$ cat config.mk
export PLATFORM = sky130hd
export DESIGN_NAME = line_rasterizer_flat
export DESIGN_NICKNAME = d
export VERILOG_FILES = /design/src/rtl/line_rasterizer_if.sv /design/src/rtl/line_rasterizer.sv /design/src/flat_wrapper.sv
export SDC_FILE = /design/constraint.sdc
export NUM_CORES = 1
export LEC_CHECK = 0
export BUFFER_PORTS_ARGS = -buffer_cell sky130_fd_sc_hd__buf_2
export CORE_ASPECT_RATIO = 1.1
export CORE_MARGIN = 1
export CORE_UTILIZATION = 60
export DETAILED_ROUTE_END_ITERATION = 8
export PLACE_DENSITY = 0.77
export SETUP_SLACK_MARGIN = 0.5
export SLEW_MARGIN = 20
export SYNTH_ARGS = -nofsm -noshare
export SYNTH_HDL_FRONTEND = slang
export SYNTH_SLANG_ARGS = --single-unit
$ cat constraint.sdc
create_clock -name clock_in -period 10.4 [get_ports clock_in]
set_clock_uncertainty 0.2 [all_clocks]
set_input_delay 0.52 -clock clock_in [delete_from_list [all_inputs] [get_ports clock_in]]
set_output_delay 0.52 -clock clock_in [all_outputs]
set_load 0.02 [all_outputs]
$ cat src/rtl/line_rasterizer_if.sv
// Command and pixel-stream bundle for line_rasterizer. Master is the command decoder /
// frame-buffer side, slave is the rasterizer itself.
interface line_rasterizer_if #(
  parameter int unsigned X_WIDTH     = 10,
  parameter int unsigned Y_WIDTH     = 9,
  parameter int unsigned COLOR_WIDTH = 4
);
  logic                   start_in;
  logic                   abort_in;
  logic [X_WIDTH-1:0]     x0_in;
  logic [Y_WIDTH-1:0]     y0_in;
  logic [X_WIDTH-1:0]     x1_in;
  logic [Y_WIDTH-1:0]     y1_in;
  logic [COLOR_WIDTH-1:0] color_in;
  logic                   busy_out;
  logic                   done_out;
  logic [X_WIDTH-1:0]     pixel_x_out;
  logic [Y_WIDTH-1:0]     pixel_y_out;
  logic [COLOR_WIDTH-1:0] pixel_color_out;
  logic                   pixel_valid_out;
  logic                   pixel_ready_in;

  modport master (
    output start_in, abort_in, x0_in, y0_in, x1_in, y1_in, color_in, pixel_ready_in,
    input  busy_out, done_out, pixel_x_out, pixel_y_out, pixel_color_out, pixel_valid_out
  );

  modport slave (
    input  start_in, abort_in, x0_in, y0_in, x1_in, y1_in, color_in, pixel_ready_in,
    output busy_out, done_out, pixel_x_out, pixel_y_out, pixel_color_out, pixel_valid_out
  );
endinterface

$ cat src/rtl/line_rasterizer.sv
// Bresenham line engine: one command in, one pixel per valid/ready beat out.
// Define LINE_CLIP_EN to suppress points outside SCREEN_W x SCREEN_H.
module line_rasterizer #(
  parameter int unsigned X_WIDTH     = 10,
  parameter int unsigned Y_WIDTH     = 9,
  parameter int unsigned COLOR_WIDTH = 4,
  parameter int unsigned SCREEN_W    = 640,
  parameter int unsigned SCREEN_H    = 400
) (
  input logic              clock_in,
  input logic              reset_n_in,
  line_rasterizer_if.slave bus
);
  localparam int unsigned CW = ((X_WIDTH > Y_WIDTH) ? X_WIDTH : Y_WIDTH) + 2;

  typedef enum logic [1:0] {StIdle, StSetup, StDraw} state_e;

  state_e                 state_q, state_d;
  logic [X_WIDTH-1:0]     x0_q, x0_d, x1_q, x1_d, cur_x_q, cur_x_d;
  logic [Y_WIDTH-1:0]     y0_q, y0_d, y1_q, y1_d, cur_y_q, cur_y_d;
  logic [COLOR_WIDTH-1:0] color_q, color_d;
  logic signed [CW-1:0]   dx_q, dx_d, dy_q, dy_d, err_q, err_d;
  logic                   sx_q, sx_d, sy_q, sy_d, done_q, done_d;

  logic [X_WIDTH-1:0]     x_abs;
  logic [Y_WIDTH-1:0]     y_abs;
  logic signed [CW:0]     e2, dx_ext, dy_ext;
  logic                   step_x, step_y, at_end, visible, advance;

`ifdef LINE_CLIP_EN
  assign visible = (32'(cur_x_q) < SCREEN_W) && (32'(cur_y_q) < SCREEN_H);
`else
  logic unused_screen;
  assign unused_screen = ^{SCREEN_W, SCREEN_H};
  assign visible       = 1'b1;
`endif

  always_comb begin
    x_abs   = (x1_q > x0_q) ? (x1_q - x0_q) : (x0_q - x1_q);
    y_abs   = (y1_q > y0_q) ? (y1_q - y0_q) : (y0_q - y1_q);
    e2      = {err_q, 1'b0};
    dx_ext  = {dx_q[CW-1], dx_q};
    dy_ext  = {dy_q[CW-1], dy_q};
    step_x  = (e2 >= dy_ext);
    step_y  = (e2 <= dx_ext);
    at_end  = (cur_x_q == x1_q) && (cur_y_q == y1_q);
    // Hidden points step on their own; visible ones wait for the downstream handshake.
    advance = (state_q == StDraw) && (visible ? bus.pixel_ready_in : 1'b1);
  end

  always_comb begin
    state_d = state_q;
    x0_d    = x0_q;
    y0_d    = y0_q;
    x1_d    = x1_q;
    y1_d    = y1_q;
    color_d = color_q;
    cur_x_d = cur_x_q;
    cur_y_d = cur_y_q;
    dx_d    = dx_q;
    dy_d    = dy_q;
    err_d   = err_q;
    sx_d    = sx_q;
    sy_d    = sy_q;
    done_d  = 1'b0;
    if (bus.abort_in) begin
      state_d = StIdle;
    end else begin
      unique case (state_q)
        StIdle: begin
          if (bus.start_in) begin
            x0_d    = bus.x0_in;
            y0_d    = bus.y0_in;
            x1_d    = bus.x1_in;
            y1_d    = bus.y1_in;
            color_d = bus.color_in;
            state_d = StSetup;
          end
        end
        StSetup: begin
          dx_d    = signed'(CW'(x_abs));
          dy_d    = -signed'(CW'(y_abs));
          err_d   = signed'(CW'(x_abs)) - signed'(CW'(y_abs));
          sx_d    = (x1_q > x0_q);
          sy_d    = (y1_q > y0_q);
          cur_x_d = x0_q;
          cur_y_d = y0_q;
          state_d = StDraw;
        end
        StDraw: begin
          if (advance) begin
            if (at_end) begin
              state_d = StIdle;
              done_d  = 1'b1;
            end else begin
              err_d = err_q + (step_x ? dy_q : '0) + (step_y ? dx_q : '0);
              if (step_x) cur_x_d = sx_q ? (cur_x_q + X_WIDTH'(1)) : (cur_x_q - X_WIDTH'(1));
              if (step_y) cur_y_d = sy_q ? (cur_y_q + Y_WIDTH'(1)) : (cur_y_q - Y_WIDTH'(1));
            end
          end
        end
        default: state_d = StIdle;
      endcase
    end
  end

  always_ff @(posedge clock_in or negedge reset_n_in) begin
    if (!reset_n_in) begin
      state_q <= StIdle;
      x0_q    <= '0;
      y0_q    <= '0;
      x1_q    <= '0;
      y1_q    <= '0;
      color_q <= '0;
      cur_x_q <= '0;
      cur_y_q <= '0;
      dx_q    <= '0;
      dy_q    <= '0;
      err_q   <= '0;
      sx_q    <= 1'b0;
      sy_q    <= 1'b0;
      done_q  <= 1'b0;
    end else begin
      state_q <= state_d;
      x0_q    <= x0_d;
      y0_q    <= y0_d;
      x1_q    <= x1_d;
      y1_q    <= y1_d;
      color_q <= color_d;
      cur_x_q <= cur_x_d;
      cur_y_q <= cur_y_d;
      dx_q    <= dx_d;
      dy_q    <= dy_d;
      err_q   <= err_d;
      sx_q    <= sx_d;
      sy_q    <= sy_d;
      done_q  <= done_d;
    end
  end

  assign bus.busy_out        = (state_q != StIdle);
  assign bus.done_out        = done_q;
  assign bus.pixel_valid_out = (state_q == StDraw) && visible;
  assign bus.pixel_x_out     = cur_x_q;
  assign bus.pixel_y_out     = cur_y_q;
  assign bus.pixel_color_out = color_q;
endmodule

$ cat src/flat_wrapper.sv
// flat-port wrapper written by rule: the top's interface ports become plain ports
module line_rasterizer_flat 
#(
  parameter int unsigned X_WIDTH     = 10,
  parameter int unsigned Y_WIDTH     = 9,
  parameter int unsigned COLOR_WIDTH = 4,
  parameter int unsigned SCREEN_W    = 640,
  parameter int unsigned SCREEN_H    = 400
)
  (clock_in, reset_n_in, bus_start_in, bus_abort_in, bus_x0_in, bus_y0_in, bus_x1_in, bus_y1_in, bus_color_in, bus_pixel_ready_in, bus_busy_out, bus_done_out, bus_pixel_x_out, bus_pixel_y_out, bus_pixel_color_out, bus_pixel_valid_out);
  line_rasterizer_if #(.X_WIDTH(X_WIDTH), .Y_WIDTH(Y_WIDTH), .COLOR_WIDTH(COLOR_WIDTH)) bus_i ();
  input logic clock_in;
  input logic reset_n_in;
  input wire logic [$bits(bus_i.start_in)-1:0] bus_start_in;
  input wire logic [$bits(bus_i.abort_in)-1:0] bus_abort_in;
  input wire logic [$bits(bus_i.x0_in)-1:0] bus_x0_in;
  input wire logic [$bits(bus_i.y0_in)-1:0] bus_y0_in;
  input wire logic [$bits(bus_i.x1_in)-1:0] bus_x1_in;
  input wire logic [$bits(bus_i.y1_in)-1:0] bus_y1_in;
  input wire logic [$bits(bus_i.color_in)-1:0] bus_color_in;
  input wire logic [$bits(bus_i.pixel_ready_in)-1:0] bus_pixel_ready_in;
  output wire logic [$bits(bus_i.busy_out)-1:0] bus_busy_out;
  output wire logic [$bits(bus_i.done_out)-1:0] bus_done_out;
  output wire logic [$bits(bus_i.pixel_x_out)-1:0] bus_pixel_x_out;
  output wire logic [$bits(bus_i.pixel_y_out)-1:0] bus_pixel_y_out;
  output wire logic [$bits(bus_i.pixel_color_out)-1:0] bus_pixel_color_out;
  output wire logic [$bits(bus_i.pixel_valid_out)-1:0] bus_pixel_valid_out;
  assign bus_i.start_in = bus_start_in;
  assign bus_i.abort_in = bus_abort_in;
  assign bus_i.x0_in = bus_x0_in;
  assign bus_i.y0_in = bus_y0_in;
  assign bus_i.x1_in = bus_x1_in;
  assign bus_i.y1_in = bus_y1_in;
  assign bus_i.color_in = bus_color_in;
  assign bus_i.pixel_ready_in = bus_pixel_ready_in;
  assign bus_busy_out = bus_i.busy_out;
  assign bus_done_out = bus_i.done_out;
  assign bus_pixel_x_out = bus_i.pixel_x_out;
  assign bus_pixel_y_out = bus_i.pixel_y_out;
  assign bus_pixel_color_out = bus_i.pixel_color_out;
  assign bus_pixel_valid_out = bus_i.pixel_valid_out;
  line_rasterizer #(.X_WIDTH(X_WIDTH), .Y_WIDTH(Y_WIDTH), .COLOR_WIDTH(COLOR_WIDTH), .SCREEN_W(SCREEN_W), .SCREEN_H(SCREEN_H)) u_core (.clock_in(clock_in), .reset_n_in(reset_n_in), .bus(bus_i));
endmodule
* Word level (Yosys, flattened, before mapping)
Cells that the tools add are included.
Word-level totals: output and inout port bits 26, bits in registers 100, input bits 47, logic and storage cells 79
Operators by class: reductions and logical operators 11, equality and inequality tests 11, muxes and demuxes 26, $add $sub $neg 12, magnitude comparators 4, bitwise gates (word level) 1
Operators with widths (number):
- 2-to-1 mux 10 bit | 6
- 2-to-1 mux 9 bit | 5
- 2-to-1 mux 12 bit | 3
- adder 12 bit | 2
- one-hot mux 12 bit (2 select lines) | 1
- one-hot mux 10 bit (2 select lines) | 1
- subtractor 10 bit | 2
- one-hot mux 9 bit (2 select lines) | 1
- subtractor 9 bit | 2
- greater-or-equal comparator 13 x 12 -> 1 bit | 1
- <= comparator 13 x 11 -> 1 bit | 1
- negator 9 -> 12 bit | 1
- subtractor 10 x 9 -> 11 bit | 1
- adder 10 x 1 -> 10 bit (second input constant) | 1
- == test 10 bit | 1
- > comparator 10 bit | 1
- AND reduction 5 bit | 2
- subtractor 10 x 1 -> 10 bit (second input constant) | 1
- adder 9 x 1 -> 9 bit (second input constant) | 1
- == test 9 bit | 1
- > comparator 9 bit | 1
- subtractor 9 x 1 -> 9 bit (second input constant) | 1
- 2-to-1 mux 2 bit | 4
- inequality test 2 x 1 -> 1 bit (second input constant) | 3
- 14 further kinds | 21

* Longest topological paths before layout
Gate-level depths: netlist of the first run.
depth after elaboration 7, mapped depth 23, mapped depth without buffers 22

* Worst setup path before layout of the first run
No wires, ideal clock.
path type register -> register, start point register u_core.err_q[9], end point register u_core.err_q[11], stages on the path, launching flop included 21, setup time 0.082 ns, setup slack 5.991 ns, arrival time 4.127 ns, path buffers 1, cells stage by stage dfrtp_1 ha_1 a21o_1 a2111oi_0 o21a_1 o21ai_0 clkbuf_1 nand2_1 fa_1 inv_1 ha_1 inv_1 fa_1 nor2b_1 o21ai_0 a21o_1 a31oi_1 a31oi_1 xor2_1 nand2_1 a31oi_1
Between the ends: longest elaborated chain between the ends 7, elaborated cells on any way between the ends 9, classes of those cells add/sub (2); order compare (2); mux (5)
Ends and longest elaborated chain:
- start: declaration | line line_rasterizer.sv:22 | logic signed [CW-1:0] dx_q, dx_d, dy_q, dy_d, err_q, err_d;
- start signal: assignment | line line_rasterizer.sv:134 | err_q <= err_d;
- greater-or-equal comparator 13 x 12 -> 1 bit | line line_rasterizer.sv:44 | step_x = (e2 >= dy_ext);
- 2-to-1 mux 12 bit | line line_rasterizer.sv:96 | err_d = err_q + (step_x ? dy_q : '0) + (step_y ? dx_q : '0);
- adder 12 bit | line line_rasterizer.sv:96
- adder 12 bit * | line line_rasterizer.sv:96
- 2-to-1 mux 12 bit * | line line_rasterizer.sv:92 | if (at_end) begin
- 2-to-1 mux 12 bit * | line line_rasterizer.sv:91 | if (advance) begin
- one-hot mux 12 bit (2 select lines) * | line line_rasterizer.sv:69 | unique case (state_q)
Mark *: on every way between the ends. The rest lies on a longest branch, timed or not. The select of a mux whose other input is x is not followed. A chain may end at the register's enable or synchronous reset.

* Final worst setup path of the first run
start point register u_core.x1_q[0], end point register u_core.err_q[9]
Between the ends: longest elaborated chain between the ends 4, elaborated cells on any way between the ends 10, classes of those cells add/sub (3); order compare (1); eq/ne (2); mux (2); reduce/logical (2)
Ends and longest elaborated chain:
- start: declaration | line line_rasterizer.sv:19 | logic [X_WIDTH-1:0] x0_q, x0_d, x1_q, x1_d, cur_x_q, cur_x_d;
- start signal: assignment | line line_rasterizer.sv:112 | x1_q <= '0;
- start signal: assignment | line line_rasterizer.sv:127 | x1_q <= x1_d;
- subtractor 10 bit / > comparator 10 bit (equally long branches) | line line_rasterizer.sv:39 | x_abs = (x1_q > x0_q) ? (x1_q - x0_q) : (x0_q - x1_q);
- 2-to-1 mux 10 bit * | line line_rasterizer.sv:39
- named net u_core.x_abs[4] | line line_rasterizer.sv:25 | logic [X_WIDTH-1:0] x_abs;
- subtractor 10 x 9 -> 11 bit * | line line_rasterizer.sv:83 | err_d = signed'(CW'(x_abs)) - signed'(CW'(y_abs));
- one-hot mux 12 bit (2 select lines) * | line line_rasterizer.sv:69
The timed path passes the listed nets; every way through them passes the cells marked *.

==> results of run 1 <==
path summary, 6_finish.rpt:
check | start | to | slack (ps) | cells after the start
setup / recovery | u_core.x1_q[0] | u_core.err_q[9] | 5320 | 19
hold / removal | bus_x0_in[8] | u_core.x0_q[8] | 180 | 2
setup reg to reg | u_core.x1_q[0] | u_core.err_q[9] | 5320 | 19
hold reg to reg | u_core.bus.pixel_color_out[0] | u_core.bus.pixel_color_out[0] | 310 | 1
max in group asynchronous | reset_n_in | u_core.sy_q | 8340 | 3
min in group asynchronous | reset_n_in | u_core.err_q[11] | 430 | 2
worst max-delay path, delay by kind of cell (launching register included):
family	cells	cell delay (ps)
multiplexers	2	830
flip-flops	1	420
adder cells (fa/ha/maj)	3	870
buffers and inverters	2	120
AO/OA/AOI/OAI	9	1970
AND/OR/NAND/NOR	3	580
layer usage:
| metal | global-route usage, % | routed length, µm |
|---|---|---|
| met2 | 48.0 | 9750 |
| met5 | 0 | 0 |
| met3 | 3.77 | 1040 |
| met1 | 38.7 | 9480 |
| met4 | 12.7 | 577 |
registers in the layout (all words and copies together), names as in the netlist, 2 cells and up:
| name | flops |
|---|---|
| u_core.dy_q | 12 |
| u_core.x1_q | 10 |
| u_core.y1_q | 9 |
| u_core.err_q | 12 |
| u_core.state_q | 2 |
| u_core.y0_q | 9 |
| u_core.bus.pixel_color_out | 4 |
| u_core.bus.pixel_x_out | 10 |
| u_core.bus.pixel_y_out | 9 |
| u_core.dx_q | 10 |
| u_core.x0_q | 10 |
kinds of logic after synthesis:
family / share of synthesized area, %
compound gates: 17.5
buf+inv: 6.61
flops: 28.5
fa+ha+maj: 17.9
xor+xnor: 6.05
simple gates: 13.6
mux: 9.82
Yosys cell counts, types with 11 or more instances:
cell type / count
a21o_1: 22
o21ai_0: 56
a21oi_1: 55
fa_1: 18
dfrtp_1: 100
clkbuf_1: 16
mux2_2: 58
xor2_1: 14
inv_1: 113
o211ai_1: 11
nand3_1: 15
nand2_1: 68
mux2i_1: 18
xnor2_1: 43
a31oi_1: 15
nand4_1: 14
nor2b_1: 15
nor3_1: 12
nand2b_1: 11
nor2_1: 56
ha_1: 97
metrics by stage:
step           hold slack (ps)  cell area [µm²]  cells  worst slack, ps  utilization [%]
2_1_floorplan             24.4             8790    964             5990                -
4_1_cts                    182             9620   1219             5350             66.8
5_1_grt                    183             9630   1219             5010             66.9
3_5_place_dp               297             9280   1202             5400             64.5
3_3_place_gp               284             9280   1202             5550             64.5
6_report                   179             9630   1219             5320             66.9
what timing repair did:
item                      in CTS  in global routing
hold endpoints to repair      34                  0
hold buffers                   1                  0
resized for setup              0                  0
cell type report:
type | instances | area, µm²
clock buffers | 10 | 229
clock inverters | 6 | 95.1
fillers | 1218 | 4760
inverters | 114 | 428
multi-input cells | 720 | 5730
flip-flops and latches | 100 | 2500
well taps | 192 | 240
repair buffers | 77 | 403
==> impl_metrics.yaml, run 1 <==
floorplanning:
  die-height_um: 129
  std_cell_rows: 46
  fp.coreArea_um2: 14400
  die_w_um: 117
  io_pins: 73
  design.die.area_um2: 15100
  initial_utilization_pct: 61.1
status:
  failing_checks: "design-rule violations"
  result_of_the_run: "complete, but fails checks"
clock_network:
  post-cts-setup-buffer-count: 0
  cts_root_buf: "clkbuf_16"
  tritoncts: "done"
  clkLatencyLatePin_ps: 370
  cts_num_sinks: 100
  clk_transition_reported_paths_ps: 80
  tritoncts_buffers: 9
  clk_path_buf_depth: 2
  htreeDepth: 3
logic_synthesis:
  synth_sequential_area_ratio_pct: 28.5
  avg_synthesized_cell_area_um2: 9.12
  area_contributors_post_synth: "dfrtp_1 (28%), ha_1 (14%), mux2_2 (7.4%)"
  synth.net_count: 1126
  synthesis.yosys.warnings: 0
  synth_top_cell_area_share_pct: 28.5
  ys_seq_elements: 100
  commonest_register_cell_after_synthesis: "dfrtp_1"
  synthesis.instances: 964
  synth-edff-count: 0
  synth_top_cell_by_area: "dfrtp_1"
  post_synth_instance_area_um2: 8790
  synth.lib_cells_used.distinct: 85
  postSynth.asyncResetShare_pct: 100
drt:
  final_antenna_net_count: 0
  detail_route.iter0.violations: 437
  route.detailed.drc: 2
  post_drt_via_cell_ratio: 5.87
  drt-wirelength-per-cell_um: 17.1
  wirelength_mm: 20.8
  total_vias_in_the_final_route: 7155
  detailedRoute.firstPassIterationCount: 7
critical_path:
  worstSetupStartpointType: "flop"
  critical_path_sink_type: "flop"
  critical-path-slowest-cell: "mux2i_1"
  path_cells: "inv_1, ha_1, inv_1, fa_1, a21o_1, a221oi_1, o21ai_1, nand2_2, mux2i_1, mux2_2, a211oi_1, ha_1, o21ai_0, a21oi_1, o2111ai_1, nand2_1, a2111oi_1, nor4_1, a31oi_1"
  worstPathRequired_ps: 10500
  critical_path.max_fanout: 19
  timing.critical_path.slowest_cell_delay_ps: 440
  worst_ep_arrival_time_ps: 5180
  worst-setup-path-type: "reg -> reg"
global_route:
  grt.total_usage_pct: 29.1
  grt_first_pass_wirelength_mm: 34.9
  antenna_violations_before_repair: 0
  grt_max_degree: 67
  first_global_vias: 7007
  grt_remaining_overflow: 0
finish:
  most-common-layout-cells: "inv_1 (113), dfrtp_1 (100), ha_1 (96)"
  drive_above_1_share_pct: 17.5
  design.final.nets: 1184
  number_of_antenna_cells_inserted: 0
  area_growth_syn_to_layout_pct: 9.57
  leading_cell_type_in_the_layout_fill_and_taps_excluded: "inv_1"
place:
  place.detailed.hpwl_mm: 16.0
  gp_congestion: 0.984
  port_buffers: 72
timing:
  measured_slew_at_the_worst_slew_check_pin_ps: 860
  final_sum_of_negative_setup_slack_ps: 0
  post-route-period-util_pct: 48.9
  maxClockFrequency_mhz: 197
  setup_repair_after_global_routing_missed_its_margin: "false"
  setup-violations-final: 0
  max-slew-margin-rel_pct: 42.6
  finalCriticalPeriod_ps: 5080
  slew_viol_final: 0
  hold_viol_final: 0
worst_hold_path:
  hold_path.class: "in -> reg"
job:
  maxCapViolations: 0
Power of run 1 is not shown: default switching activity piles up to over one toggle a cycle in this logic, so the estimate is an artifact.
==> run 2: changes to the inputs <==
--- a/config.mk
+++ b/config.mk
@@ -8,9 +8,9 @@
 export BUFFER_PORTS_ARGS = -buffer_cell sky130_fd_sc_hd__buf_2
 export CORE_ASPECT_RATIO = 1.1
 export CORE_MARGIN = 1
-export CORE_UTILIZATION = 60
+export CORE_UTILIZATION = 56
 export DETAILED_ROUTE_END_ITERATION = 8
-export PLACE_DENSITY = 0.77
+export PLACE_DENSITY = 0.75
 export SETUP_SLACK_MARGIN = 0.5
 export SLEW_MARGIN = 20
 export SYNTH_ARGS = -nofsm -noshare
==> constraint.sdc (replaced) <==
create_clock -name clock_in -period 4.2 [get_ports clock_in]
set_clock_uncertainty 0.2 [all_clocks]
set_input_delay 0.21 -clock clock_in [delete_from_list [all_inputs] [get_ports clock_in]]
set_output_delay 0.21 -clock clock_in [all_outputs]
set_load 0.02 [all_outputs]
==> impl_metrics.yaml, run 2 (synthesis gave the netlist of run 1 again) <==
clock_network:
  clkLatencyLatePin_ps: 360
  cts_num_sinks: 100
  cts_root_buf: "clkbuf_16"
  tritoncts_buffers: 9
  clk_transition_reported_paths_ps: 70
  htreeDepth: 3
  tritoncts: "done"
  clk_path_buf_depth: 2
critical_path:
  critical-path-top-delay-family: "compound AO/OA/AOI/OAI gates"
  critical_path_sink_type: "flop"
  critical-path-slowest-cell: "dfrtp_1"
  timing.critical_path.slowest_cell_delay_ps: 380
  worstSetupStartpointType: "flop"
  critical_path_cell_count: 21
  path_buf_inv: 4
  critical_path.max_fanout: 4
  ff2ff_path_depth: 21
  worst-setup-path-type: "reg -> reg"
  worstPathRequired_ps: 4230
  path_cells: "inv_2, ha_4, inv_2, fa_2, a21o_1, a221oi_2, o21ai_2, nand2_4, mux2i_4, buf_4, o31ai_1, xor2_1, ha_1, buf_4, nor3_1, nor2_1, o2111ai_4, nand2_2, and4_1, nor4_2, a31oi_1"
  worst_ep_arrival_time_ps: 4480
status:
  failing_checks: "negative setup slack"
  result_of_the_run: "complete, but fails checks"
global_route:
  grt_first_pass_wirelength_mm: 40.3
  grt.total_usage_pct: 32.2
  grt_max_degree: 47
  first_global_vias: 8106
  grt_remaining_overflow: 0
  antenna_violations_before_repair: 0
finish:
  area_taken_by_multi_input_logic_gates_um2: 6170
  finalCoreUtilization_pct: 74.2
  num-fill-cells: 1021
  reg.largest.list: "u_core.dy_q: 12 flops, u_core.err_q: 12 flops"
  regArea_um2: 2500
  area_growth_syn_to_layout_pct: 28.2
  drive_above_1_share_pct: 29.8
  most-common-layout-cells: "inv_1 (109), buf_4 (101), dfrtp_1 (100)"
  leading_cell_type_in_the_layout_fill_and_taps_excluded: "inv_1"
  number_of_antenna_cells_inserted: 0
  design.final.nets: 1328
drt:
  post_drt_via_cell_ratio: 5.95
  wl_met2_mm: 12.8
  routed.top_layer: "met4"
  route.detailed.drc: 0
  met3_length_mm: 1.63
  wirelength_mm: 25.9
  drt-wirelength-per-cell_um: 18.9
  detailedRoute.firstPassIterationCount: 6
  total_vias_in_the_final_route: 8123
  final_antenna_net_count: 0
  route.layer.met1.wl_mm: 10.3
  detail_route.iter0.violations: 539
place:
  gp_congestion: 0.972
  port_buffers: 72
  place.detailed.hpwl_mm: 18.0
timing:
  measured_slew_at_the_worst_slew_check_pin_ps: 1160
  max-slew-margin-rel_pct: 22.1
  setup_repair_after_global_routing_missed_its_margin: "true"
  post-route-period-util_pct: 106
  maxClockFrequency_mhz: 224
  layout_setup_ws_ps: -258
  hold_viol_final: 0
  slew_viol_final: 0
  finalCriticalPeriod_ps: 4460
  setup-violations-final: 3
floorplanning:
  io_pins: 73
  design.die.area_um2: 16200
  die_w_um: 121
  std_cell_rows: 47
  die-height_um: 133
  fp.coreArea_um2: 15200
  initial_utilization_pct: 57.9
job:
  maxCapViolations: 0
worst_hold_path:
  hold_path.class: "in -> reg"
  whs_path_depth: 4
[run 2: path summary, 6_finish.rpt]
| kind | start | to | slack (ps) |
|---|---|---|---|
| worst min register to register | u_core.bus.pixel_color_out[1] | u_core.bus.pixel_color_out[1] | 310 |
| min in group asynchronous | reset_n_in | u_core.err_q[2] | 230 |
| max in group asynchronous | reset_n_in | u_core.x1_q[1] | 2670 |
| worst max-delay path | u_core.x1_q[0] | u_core.err_q[9] | -260 |
| worst min-delay path | bus_start_in | u_core.state_q[0] | 70 |
| worst max register to register | u_core.x1_q[0] | u_core.err_q[9] | -260 |
[run 2: metal layers]
| layer | track usage [%] | vias to the layer above |
|---|---|---|
| li1 | - | 3780 |
| met4 | 15.6 | 0 |
| met5 | 0 | - |
| met3 | 5.78 | 91 |
| met1 | 39.5 | 3944 |
| met2 | 54.2 | 308 |
[run 2: worst reg2reg max path, stage by stage, from the launching register on]
cell,delay [ps]
dfrtp_1,380
inv_2,70
ha_4,130
inv_2,40
fa_2,360
a21o_1,220
a221oi_2,300
o21ai_2,120
nand2_4,140
mux2i_4,80
buf_4,160
o31ai_1,310
xor2_1,190
ha_1,250
buf_4,160
nor3_1,260
nor2_1,140
o2111ai_4,130
nand2_2,110
and4_1,170
nor4_2,280
a31oi_1,130
[run 2: repair_timing]
| item | in CTS | in global routing |
|---|---|---|
| resized for setup | 41 | 31 |
| endpoints found under the setup margin | 9 | 10 |
| cloned | 0 | 0 |
| hold endpoints to repair | 88 | 0 |
| hold buffers | 45 | 0 |
| buffers inserted | 28 | 6 |
| pin swaps | 36 | 19 |
[run 2: layout make-up]
class | count | share of cell area, %
clock buffer | 9 | 2.00
clock inverter | 6 | 0.611
multi-input combinational | 720 | 54.8
inverter | 114 | 3.80
timing repair buffer | 221 | 14.4
sequential | 100 | 22.2
tap | 196 | 2.18
[run 2: stage by stage]
stage / instance area [µm²] / cells / worst slack [ps] / hold WS [ps] / setup TNS, ps
2_1_floorplan: 8950 / 964 / 173 / -286 / 0
3_3_place_gp: 9920 / 1272 / -81.9 / 93.1 / -81.9
3_5_place_dp: 9920 / 1272 / -127 / 99.3 / -271
4_1_cts: 11100 / 1360 / 4.75 / 59.2 / 0
5_1_grt: 11300 / 1366 / -536 / 86.3 / -1220
6_report: 11300 / 1366 / -258 / 73.7 / -327
Power of run 2 is left out for the same reason.
==> run 3: changes to the inputs <==
--- a/config.mk
+++ b/config.mk
@@ -7,7 +7,7 @@
 export LEC_CHECK = 0
 export BUFFER_PORTS_ARGS = -buffer_cell sky130_fd_sc_hd__buf_2
 export CORE_ASPECT_RATIO = 1.1
-export CORE_MARGIN = 1
+export CORE_MARGIN = 10
 export CORE_UTILIZATION = 56
 export DETAILED_ROUTE_END_ITERATION = 8
 export PLACE_DENSITY = 0.75
==> impl_metrics.yaml, run 3 (synthesis gave the netlist of run 1 again) <==
status:
  result_of_the_run: "complete, but fails checks"
  failing_checks: "negative setup slack"
global_route:
  first_global_vias: 8072
  antenna_violations_before_repair: 1
  grt_remaining_overflow: 0
  grt_first_pass_wirelength_mm: 40.5
  grt_max_degree: 45
  grt.total_usage_pct: 23.5
worst_hold_path:
  worstHoldEndpoint: "u_core.state_q[0]"
  worst_hold_startpoint: "bus_start_in"
  hold_path.class: "in -> reg"
  whs_path_depth: 4
drt:
  route.detailed.drc: 0
  detail_route.iter0.violations: 381
  detailedRoute.firstPassIterationCount: 6
  drt-wirelength-per-cell_um: 18.9
  wirelength_mm: 25.4
  final_antenna_net_count: 0
  total_vias_in_the_final_route: 7860
  post_drt_via_cell_ratio: 5.83
critical_path:
  critical-path-top-delay-family: "compound AO/OA/AOI/OAI gates"
  path_buf_inv: 4
  path_cells: "inv_1, ha_2, inv_2, fa_2, a21o_1, a221oi_2, o21ai_1, nand2_2, buf_6, mux2i_2, o21ai_1, a211oi_4, ha_4, buf_4, nor2b_4, o31ai_4, a21oi_2, nor3_1, nand3b_1, a31oi_1"
  worst_ep_arrival_time_ps: 4430
  crit_top_cell: "o21ai_1"
  cp-startpoint: "u_core.x1_q[0]"
  critical_path.max_fanout: 5
  worstReg2RegEnd: "u_core.err_q[10]"
  worstPathRequired_ps: 4270
  r2r_setup_slack_ps: -160
  worstSetupStartpointType: "flop"
  worst-setup-path-type: "reg -> reg"
  critical_path.reg2reg.startpoint: "u_core.x1_q[0]"
  critical-path-slowest-cell: "dfrtp_1"
  critical_path_sink_type: "flop"
  ff2ff_path_depth: 20
  timing.critical_path.slowest_cell_delay_ps: 390
timing:
  slew_viol_final: 0
  setup_repair_after_global_routing_missed_its_margin: "true"
  post-route-period-util_pct: 104
  hold_viol_final: 0
  maxClockFrequency_mhz: 229
  max-slew-margin-rel_pct: 41.5
  setup-violations-final: 4
  layout_setup_ws_ps: -159
  measured_slew_at_the_worst_slew_check_pin_ps: 869
  finalCriticalPeriod_ps: 4360
finish:
  layoutNonFillerInstCount: 1349
  final_area_um2: 11200
  reg.largest.list: "u_core.dy_q: 12 flops, u_core.err_q: 12 flops"
  number_of_antenna_cells_inserted: 0
  drive_above_1_share_pct: 29.1
  finalCoreUtilization_pct: 73.5
  area_growth_syn_to_layout_pct: 27.4
  design.final.nets: 1310
  most-common-layout-cells: "inv_1 (109), dfrtp_1 (99), ha_1 (86)"
  num-fill-cells: 1028
  leading_cell_type_in_the_layout_fill_and_taps_excluded: "inv_1"
floorplanning:
  io_pins: 73
  die-height_um: 151
  fp.coreArea_um2: 15200
  initial_utilization_pct: 57.7
  die_w_um: 139
  std_cell_rows: 47
  design.die.area_um2: 21100
place:
  gp_congestion: 0.913
  dpl-instance-area_um2: 9910
  port_buffers: 72
  place.detailed.hpwl_mm: 18.1
  instance_count_after_placement_with_tap_cells_included: 1270
clock_network:
  tritoncts: "done"
  cts_num_sinks: 100
  clk_transition_reported_paths_ps: 80
  clk_path_buf_depth: 2
  tritoncts_buffers: 9
  clkLatencyLatePin_ps: 360
  cts_root_buf: "clkbuf_16"
  htreeDepth: 3
job:
  maxCapViolations: 0
[run 3: through the flow]
stage | setup WS [ps] | setup TNS [ps] | hold WS, ps
2_1_floorplan | 173 | 0 | -286
3_3_place_gp | -130 | -169 | -42.3
3_5_place_dp | -260 | -702 | -41.6
4_1_cts | -27.4 | -29.7 | 56.1
5_1_grt | -360 | -1400 | 129
6_report | -159 | -474 | 65.0
[run 3: what timing repair did]
action | 4_1_cts | 5_1_grt
hold endpoints to repair | 68 | 0
setup buffers | 9 | 9
endpoints found under the setup margin | 9 | 10
cloned | 0 | 0
hold buffers | 45 | 0
resized for setup | 31 | 50
pin swaps | 20 | 23
[run 3: final cells by class]
cell class / count / area (µm²) / share of cell area (%)
timing repair buffer: 203 / 1480 / 13.2
sequential: 100 / 2500 / 22.4
inverter: 114 / 428 / 3.82
clock inverter: 6 / 78.8 / 0.704
clock buffer: 10 / 229 / 2.05
multi-input combinational: 720 / 6230 / 55.7
tap: 196 / 245 / 2.19
[run 3: worst reg2reg max path: stages (launching register included)]
cell and delay [ps]:
dfrtp_1 390, inv_1 70, ha_2 180, inv_2 40
fa_2 330, a21o_1 190, a221oi_2 240, o21ai_1 110
nand2_2 200, buf_6 150, mux2i_2 240, o21ai_1 170
a211oi_4 300, ha_4 250, buf_4 130, nor2b_4 130
o31ai_4 240, a21oi_2 110, nor3_1 220, nand3b_1 160
a31oi_1 210
[run 3: layer usage]
metal / global-route usage (%) / share of wire, % / up-vias
met5: 0 / 0.071 / -
met4: 9.50 / 3.7 / 2
met3: 5.39 / 5.7 / 76
met2: 41.6 / 49 / 235
met1: 26.8 / 41 / 3798
li1: - / - / 3749
[run 3: worst max-delay path by stage]
| stage | slack (ps) | end | depth (start not counted) |
|---|---|---|---|
| floorplan | 170 | u_core.err_q[9] | 19 |
| global placement | -130 | u_core.err_q[9] | 19 |
| detailed placement | -260 | u_core.err_q[9] | 18 |
| CTS | -30 | u_core.err_q[9] | 19 |
| global route | -360 | u_core.err_q[9] | 20 |
| finish | -160 | u_core.err_q[10] | 20 |
Power of run 3 is left out for the same reason.
